<file path="config.mk">
export PLATFORM = sky130hd
export DESIGN_NAME = ex3_to_bcd_stream
export DESIGN_NICKNAME = d
export VERILOG_FILES = /design/src/rtl/ex3_pkg.sv /design/src/rtl/ex3_digit_dec.sv /design/src/rtl/ex3_to_bcd_stream.sv
export SDC_FILE = /design/constraint.sdc
export NUM_CORES = 1
export LEC_CHECK = 0
export CAP_MARGIN = 25
export CELL_PAD_IN_SITES_DETAIL_PLACEMENT = 2
export CELL_PAD_IN_SITES_GLOBAL_PLACEMENT = 2
export CORE_ASPECT_RATIO = 1.2
export CORE_MARGIN = 2
export CORE_UTILIZATION = 33
export DETAILED_ROUTE_END_ITERATION = 6
export GPL_TIMING_DRIVEN = 0
export PLACE_DENSITY = 0.92
export SLEW_MARGIN = 20
export SYNTH_ARGS = -nofsm -noshare
export SYNTH_HDL_FRONTEND = slang
export SYNTH_SLANG_ARGS = --single-unit
</file>
<file path="constraint.sdc">
create_clock -name clk -period 1.8 [get_ports clk]
set_input_delay 0.45 -clock clk [delete_from_list [all_inputs] [get_ports clk]]
set_output_delay 0.45 -clock clk [all_outputs]
set_load 0.005 [all_outputs]
</file>
<file path="src/rtl/ex3_pkg.sv">
// ex3_pkg: shared FSM states and excess-3 code constants for the excess-3 decode path.
package ex3_pkg;
   typedef enum logic [1:0] {IDLE, CONV, DONE} state_t;
   localparam int DIG_W = 4;
   localparam logic [3:0] EX3_OFFSET = 4'd3;
   localparam logic [3:0] EX3_MIN = 4'b0011;
   localparam logic [3:0] EX3_MAX = 4'b1100;
endpackage

</file>
<file path="src/rtl/ex3_digit_dec.sv">
// ex3_digit_dec: combinational single-digit excess-3 to BCD decoder; illegal codes give 0 with err set.
module ex3_digit_dec
   import ex3_pkg::*;
(
   input  logic [3:0] code,
   output logic [3:0] dig,
   output logic       err
);
   assign err = (code < EX3_MIN) || (code > EX3_MAX);
   assign dig = err ? 4'd0 : code - EX3_OFFSET;
endmodule

</file>
<file path="src/rtl/ex3_to_bcd_stream.sv">
// ex3_to_bcd_stream: stream decoder of NDIG excess-3 digits to BCD, one digit per clock, MSB first.
// Define EX3DEC_BINARY_EN to add the out_bin binary accumulator output.
module ex3_to_bcd_stream
   import ex3_pkg::*;
#(
   parameter int NDIG = 4
) (
   input  logic                  clk,
   input  logic                  rst_n,
   input  logic                  in_valid,
   output logic                  in_ready,
   input  logic [4*NDIG-1:0]     in_ex3,
   output logic                  out_valid,
   input  logic                  out_ready,
   output logic [4*NDIG-1:0]     out_bcd,
   output logic [NDIG-1:0]       out_err,
`ifdef EX3DEC_BINARY_EN
   output logic [4*NDIG-1:0]     out_bin,
`endif
   output logic                  out_any_err
);
   localparam int W = DIG_W * NDIG;
   localparam int CW = $clog2(NDIG) + 1;
   localparam logic [CW-1:0] LAST = CW'(NDIG - 1);
   state_t state, nxt;
   logic [W-1:0] sr, bcd;
   logic [W+3:0] bcd_sh;
   logic [NDIG-1:0] err;
   logic [NDIG:0] err_sh;
   logic [CW-1:0] cnt;
   logic [3:0] dig;
   logic derr, accept;
   ex3_digit_dec u_dec (.code(sr[W-1 -: 4]), .dig(dig), .err(derr));
   assign accept = in_valid && in_ready;
   assign bcd_sh = {bcd, dig};
   assign err_sh = {err, derr};
   always_comb begin
      nxt = state;
      case (state)
         IDLE: nxt = accept ? CONV : IDLE;
         CONV: nxt = (cnt == LAST) ? DONE : CONV;
         DONE: nxt = out_ready ? IDLE : DONE;
         default: nxt = IDLE;
      endcase
   end
   // in_ready is registered, so it only rises on the first edge after reset release
   always_ff @(posedge clk or negedge rst_n) begin
      if (!rst_n) begin
         state <= IDLE;
         in_ready <= 1'b0;
      end else begin
         state <= nxt;
         in_ready <= (nxt == IDLE);
      end
   end
   always_ff @(posedge clk or negedge rst_n) begin
      if (!rst_n) begin
         sr <= '0;
         bcd <= '0;
         err <= '0;
         cnt <= '0;
      end else if (state == IDLE && accept) begin
         sr <= in_ex3;
         bcd <= '0;
         err <= '0;
         cnt <= '0;
      end else if (state == CONV) begin
         sr <= sr << DIG_W;
         bcd <= bcd_sh[W-1:0];
         err <= err_sh[NDIG-1:0];
         cnt <= cnt + CW'(1);
      end
   end
`ifdef EX3DEC_BINARY_EN
   logic [W-1:0] bin;
   always_ff @(posedge clk or negedge rst_n) begin
      if (!rst_n) bin <= '0;
      else if (state == IDLE && accept) bin <= '0;
      else if (state == CONV) bin <= (bin << 3) + (bin << 1) + W'(dig);
   end
   assign out_bin = bin;
`endif
   assign out_valid = (state == DONE);
   assign out_bcd = bcd;
   assign out_err = err;
   assign out_any_err = |err;
endmodule

</file>
== After elaboration in Yosys (flattened, before gate mapping) ==
Index checks and enable logic that the tools add are counted.
W data, S select, Z words.

* Output and inout bits: 23
* Input bits: 20
* Logic and storage cells: 33
* Bits in registers: 42

* Muxes and demuxes: 13
* Reductions and logical operators: 7
* $add $sub $neg: 2
* Equality and inequality tests: 3
* Order comparisons: 2

{| class="wikitable"
|+ Operators by type and width
! operator !! count
|-
| $mux W16 || 4
|-
| $mux W4 || 3
|-
| $mux W3 || 2
|-
| $pmux W2 S3 || 1
|-
| $gt A4 B4 Y1 const B || 1
|-
| $logic_not A2 Y1 || 2
|-
| $lt A4 B2 Y1 const B || 1
|-
| $mux W2 || 2
|-
| $reduce_or A4 Y1 || 1
|-
| $sub A4 B2 Y4 const B || 1
|-
| $add A3 B1 Y3 const B || 1
|-
| $eq A3 B2 Y1 const B || 1
|-
| $eq A2 B1 Y1 const B || 1
|-
| $eq A2 B2 Y1 const B || 1
|-
| $logic_and A1 B1 Y1 || 2
|-
| $reduce_bool A2 Y1 || 1
|-
| $logic_or A1 B1 Y1 || 1
|-
| $mux W1 || 1
|}

== Longest topological paths before layout ==
* Depth in word-level cells: 5
* Gate-level depth with buffers: 5

== By module ==
Synthesis repeated with hierarchy kept, for this count alone.

* Cells, all modules: 206
* Area total of the unflattened synthesis: 1955.6 µm²

{| class="wikitable"
|+ Modules (own cells, without submodules)
! module !! seq. area each (µm²) !! area an instance (µm²) !! instances !! cells an instance
|-
| ex3_to_bcd_stream || 1051.0 || 1848.0 || 1 || 189
|-
| ex3_digit_dec || 0.0 || 107.6 || 1 || 17
|}

== Least setup slack after synthesis ==
OpenSTA, ideal clock, no wires.

* Kind: register to output
* From: register err[1] (netlist: out_err[1])
* To: output out_any_err
* Stages on the path, launching flop included: 2
* Data arrival time: 0.922 ns
* Slack: 0.428 ns
* Path through: dfrtp_1 -> or4_1

* Word-level cells in the longest chain between the ends: 1

{| class="wikitable"
|+ Ends and longest elaborated chain
! element !! RTL line !! RTL
|-
| start, declared || ex3_to_bcd_stream.sv:28 || <nowiki>logic [NDIG-1:0] err;</nowiki>
|-
| start signal, assigned || ex3_to_bcd_stream.sv:70 || <nowiki>err <= err_sh[NDIG-1:0];</nowiki>
|-
| $reduce_or A4 Y1 || ex3_to_bcd_stream.sv:86 || <nowiki>assign out_any_err = |err;</nowiki>
|-
| end, declared || ex3_to_bcd_stream.sv:20 || <nowiki>output logic out_any_err</nowiki>
|}

Every way passes these cells.

== Worst setup path in the final report ==
Ends and elaborated chain as after synthesis.

==> impl_metrics.toml <==
[final_layout]
syn2layout_area_growth_pct = 35.39
drive_above_1_share_pct = 11.30
antenna_cells = 0
postLayoutCoreUtil_pct = 46.62
stdcell_area_mm2 = 0.002470
fillers = 568
nets = 253

[global_routing]
track_usage_pct = 18.72
overflow = 0
grt_pass1_vias = 1711
grt_pass1_wl_um = 8645
antenna_found_initial = 0
grt_max_degree = 24

[synthesis]
synth.largest_area_cell = "dfrtp_1"
ys_seq_area_share_pct = 57.61
ys_async_sr_fraction_pct = 100.0
ys.flop_type = "dfrtp_1"
synthCells = 176
synth_commonest_cells = "42 x dfrtp_1, 42 x nand2_1, 17 x nand3_1"
avgSynthCellArea_um2 = 10.37
synth-seq-cells = 42
synth-edff-count = 0
synth_cell_types = 26
synth_area_leaders = "dfrtp_1 58%, nand2_1 8.6%, a22oi_1 4.9%"
synth.net_count = 200
synth_top_area_share_pct = 57.61
syn_area_mm2 = 0.001824
synth_warnings = 0

[setup_path]
r2r-end = "sr[8]$_DFFE_PN0P_"
reg2reg_slack_ns = 0.31
worstRegToRegCells = 5
cp-start-kind = "flop"
worstPathRequired_ns = 1.35
arrival_ns = 1.32
endpoint_kind = "output port"
crit_fanout = 2
r2r_start = "state[0]$_DFF_PN0_"
path_class = "flop to output port"

[floorplan]
initial_utilization_pct = 34.44
fp-row-count = 29
die_h_um = 85.45
core-area_mm2 = 0.005298
num_io_pins = 43
die_x_um = 71.87
die-area_mm2 = 0.006141

[detailed_routing]
wirelength_um = 5137
drc = 0
drt-pass1-iter-count = 4
routed_via_density = 5.240
routedWlPerCell_um = 17.59
detail-route-antenna-nets = 0
vias = 1530
first_iter_violations = 59

[timing]
hold_violations = 0
worst_pin_slew_ns = 0.5688
post-route-min-period_ns = 1.767
slew_headroom_pct = 62.08
fin_skew_ns = 0.01062
post-route-period-util_pct = 98.14
setup-violations-final = 0
drv_slew = 0
rsz0062_at_grt = "true"
hold_slack_ns = 0.1316
setup_tns_ns = 0
max_freq_ghz = 0.5661

[power_and_ir_drop]
power_density_mw_per_mm2 = 1708
p_total_mw = 4.219
p_leak_nw = 1.195
ir_drop_mv = 0.6204

[clocking]
cts_tree = "yes"
root_buffer = "clkbuf_8"
cts_max_path_buffers = 2
clk_pin_slew_worst_paths_ns = 0.08
cts.sinks = 42
cts_buffers = 5
holdBufCountCts = 0
clk_latency_ns = 0.31
htree_levels = 2

[placement]
place_congestion = 0.7293
detailed_place_hpwl_um = 3629
io_buffers = 42
placed_cell_area_mm2 = 0.002345

[min_path]
hp-class = "input port to async pin"

[flow_run]
maxCapViolations = 0

[status]
run_status = "finished clean"
power by group:
part | total [mW] | leakage, nW | switching [mW] | internal (mW)
Clock | 0.756 | 0.0524 | 0.341 | 0.416
Sequential | 1.56 | 0.546 | 0.266 | 1.30
Combinational | 1.90 | 0.597 | 1.02 | 0.882
Total | 4.22 | 1.20 | 1.62 | 2.60
through the flow:
| step | setup WS [ns] | instances |
|---|---|---|
| floorplan | 0.4278 | 176 |
| global placement | -0.8613 | 280 |
| detailed placement | -0.04220 | 281 |
| CTS | -0.07752 | 292 |
| global route | -0.01456 | 292 |
| finish | 0.03342 | 292 |
worst max-delay path by stage:
stage	to	slack, ns	start
after floorplan	out_any_err	0.43	out_err[1]$_DFFE_PN0P_
after global placement	sr[6]$_DFFE_PN0P_	-0.86	rst_n
after detailed placement	sr[1]$_DFFE_PN0P_	-0.04	in_valid
after CTS	out_any_err	-0.08	out_err[1]$_DFFE_PN0P_
after global routing	out_any_err	-0.01	out_err[1]$_DFFE_PN0P_
final	out_any_err	0.03	out_err[1]$_DFFE_PN0P_
worst max-delay path: stages, from the launching register on:
cell and delay [ns]:
dfrtp_1 0.38, or4_1 0.51, clkbuf_2 0.12
routing by layer:
layer,share of wire [%],track usage [%],routed length (um),up-vias
met4,2.1,7.033,110,0
met3,3.8,4.276,197,11
li1,-,-,-,708
met1,40,21.06,2046,767
met5,0,0,0,-
met2,54,33.92,2783,44
cell families after synthesis:
logic type	Yosys count	synth area share [%]
xor+xnor	2	0.9604
flops	42	57.61
simple gates	72	18.31
buf+inv	16	4.801
fa+ha+maj	4	2.744
compound gates	40	15.57
cell usage in the layout, fill, tap and decap left out:
master | netlist | layout
ha_1 | 4 | 4
buf_16 | 0 | 1
clkbuf_2 | 0 | 1
bufinv_16 | 0 | 1
clkdlybuf4s50_1 | 0 | 39
buf_2 | 7 | 8
a22oi_1 | 12 | 12
nor2b_1 | 2 | 2
nand4bb_1 | 1 | 1
a21oi_1 | 5 | 5
and2b_1 | 1 | 1
inv_1 | 4 | 4
and4bb_1 | 1 | 1
o21ai_0 | 13 | 13
nor3_1 | 1 | 1
nand3_1 | 17 | 17
dlygate4sd2_1 | 0 | 1
dfrtp_2 | 0 | 2
xor2_1 | 1 | 1
nor2_1 | 4 | 4
a21o_1 | 1 | 1
dfrtp_1 | 42 | 40
or2_1 | 1 | 1
nand2b_4 | 1 | 1
clkbuf_8 | 0 | 5
or4_1 | 1 | 1
buf_4 | 1 | 4
clkbuf_1 | 2 | 4
buf_6 | 2 | 2
a22o_1 | 8 | 8
nand2_1 | 42 | 42
xnor2_1 | 1 | 1
a311oi_4 | 1 | 1
registers in the layout, indices dropped and copies added (netlist names):
name and cells:
out_bcd 16, sr 16, out_err 4, cnt 3, state 2, in_ready 1
what timing repair did:
| item | 4_1_cts | 5_1_grt |
|---|---|---|
| endpoints found under the setup margin | 2 | 1 |
| resized for setup | 5 | 1 |
| buffers inserted | 3 | 0 |
| cloned | 0 | 0 |
area by class of cell:
class / count / area (um2) / share of cell area, %
inverters: 4 / 15.01 / 0.6079
repair buffers: 46 / 459.2 / 18.59
well taps: 62 / 77.57 / 3.141
multi-input cells: 118 / 685.7 / 27.76
flip-flops and latches: 42 / 1054 / 42.65
plain buffers: 12 / 72.57 / 2.938
clock buffers: 7 / 76.32 / 3.090
clock inverters: 1 / 30.03 / 1.216
Note: power is estimated with default switching activity, not from simulation.
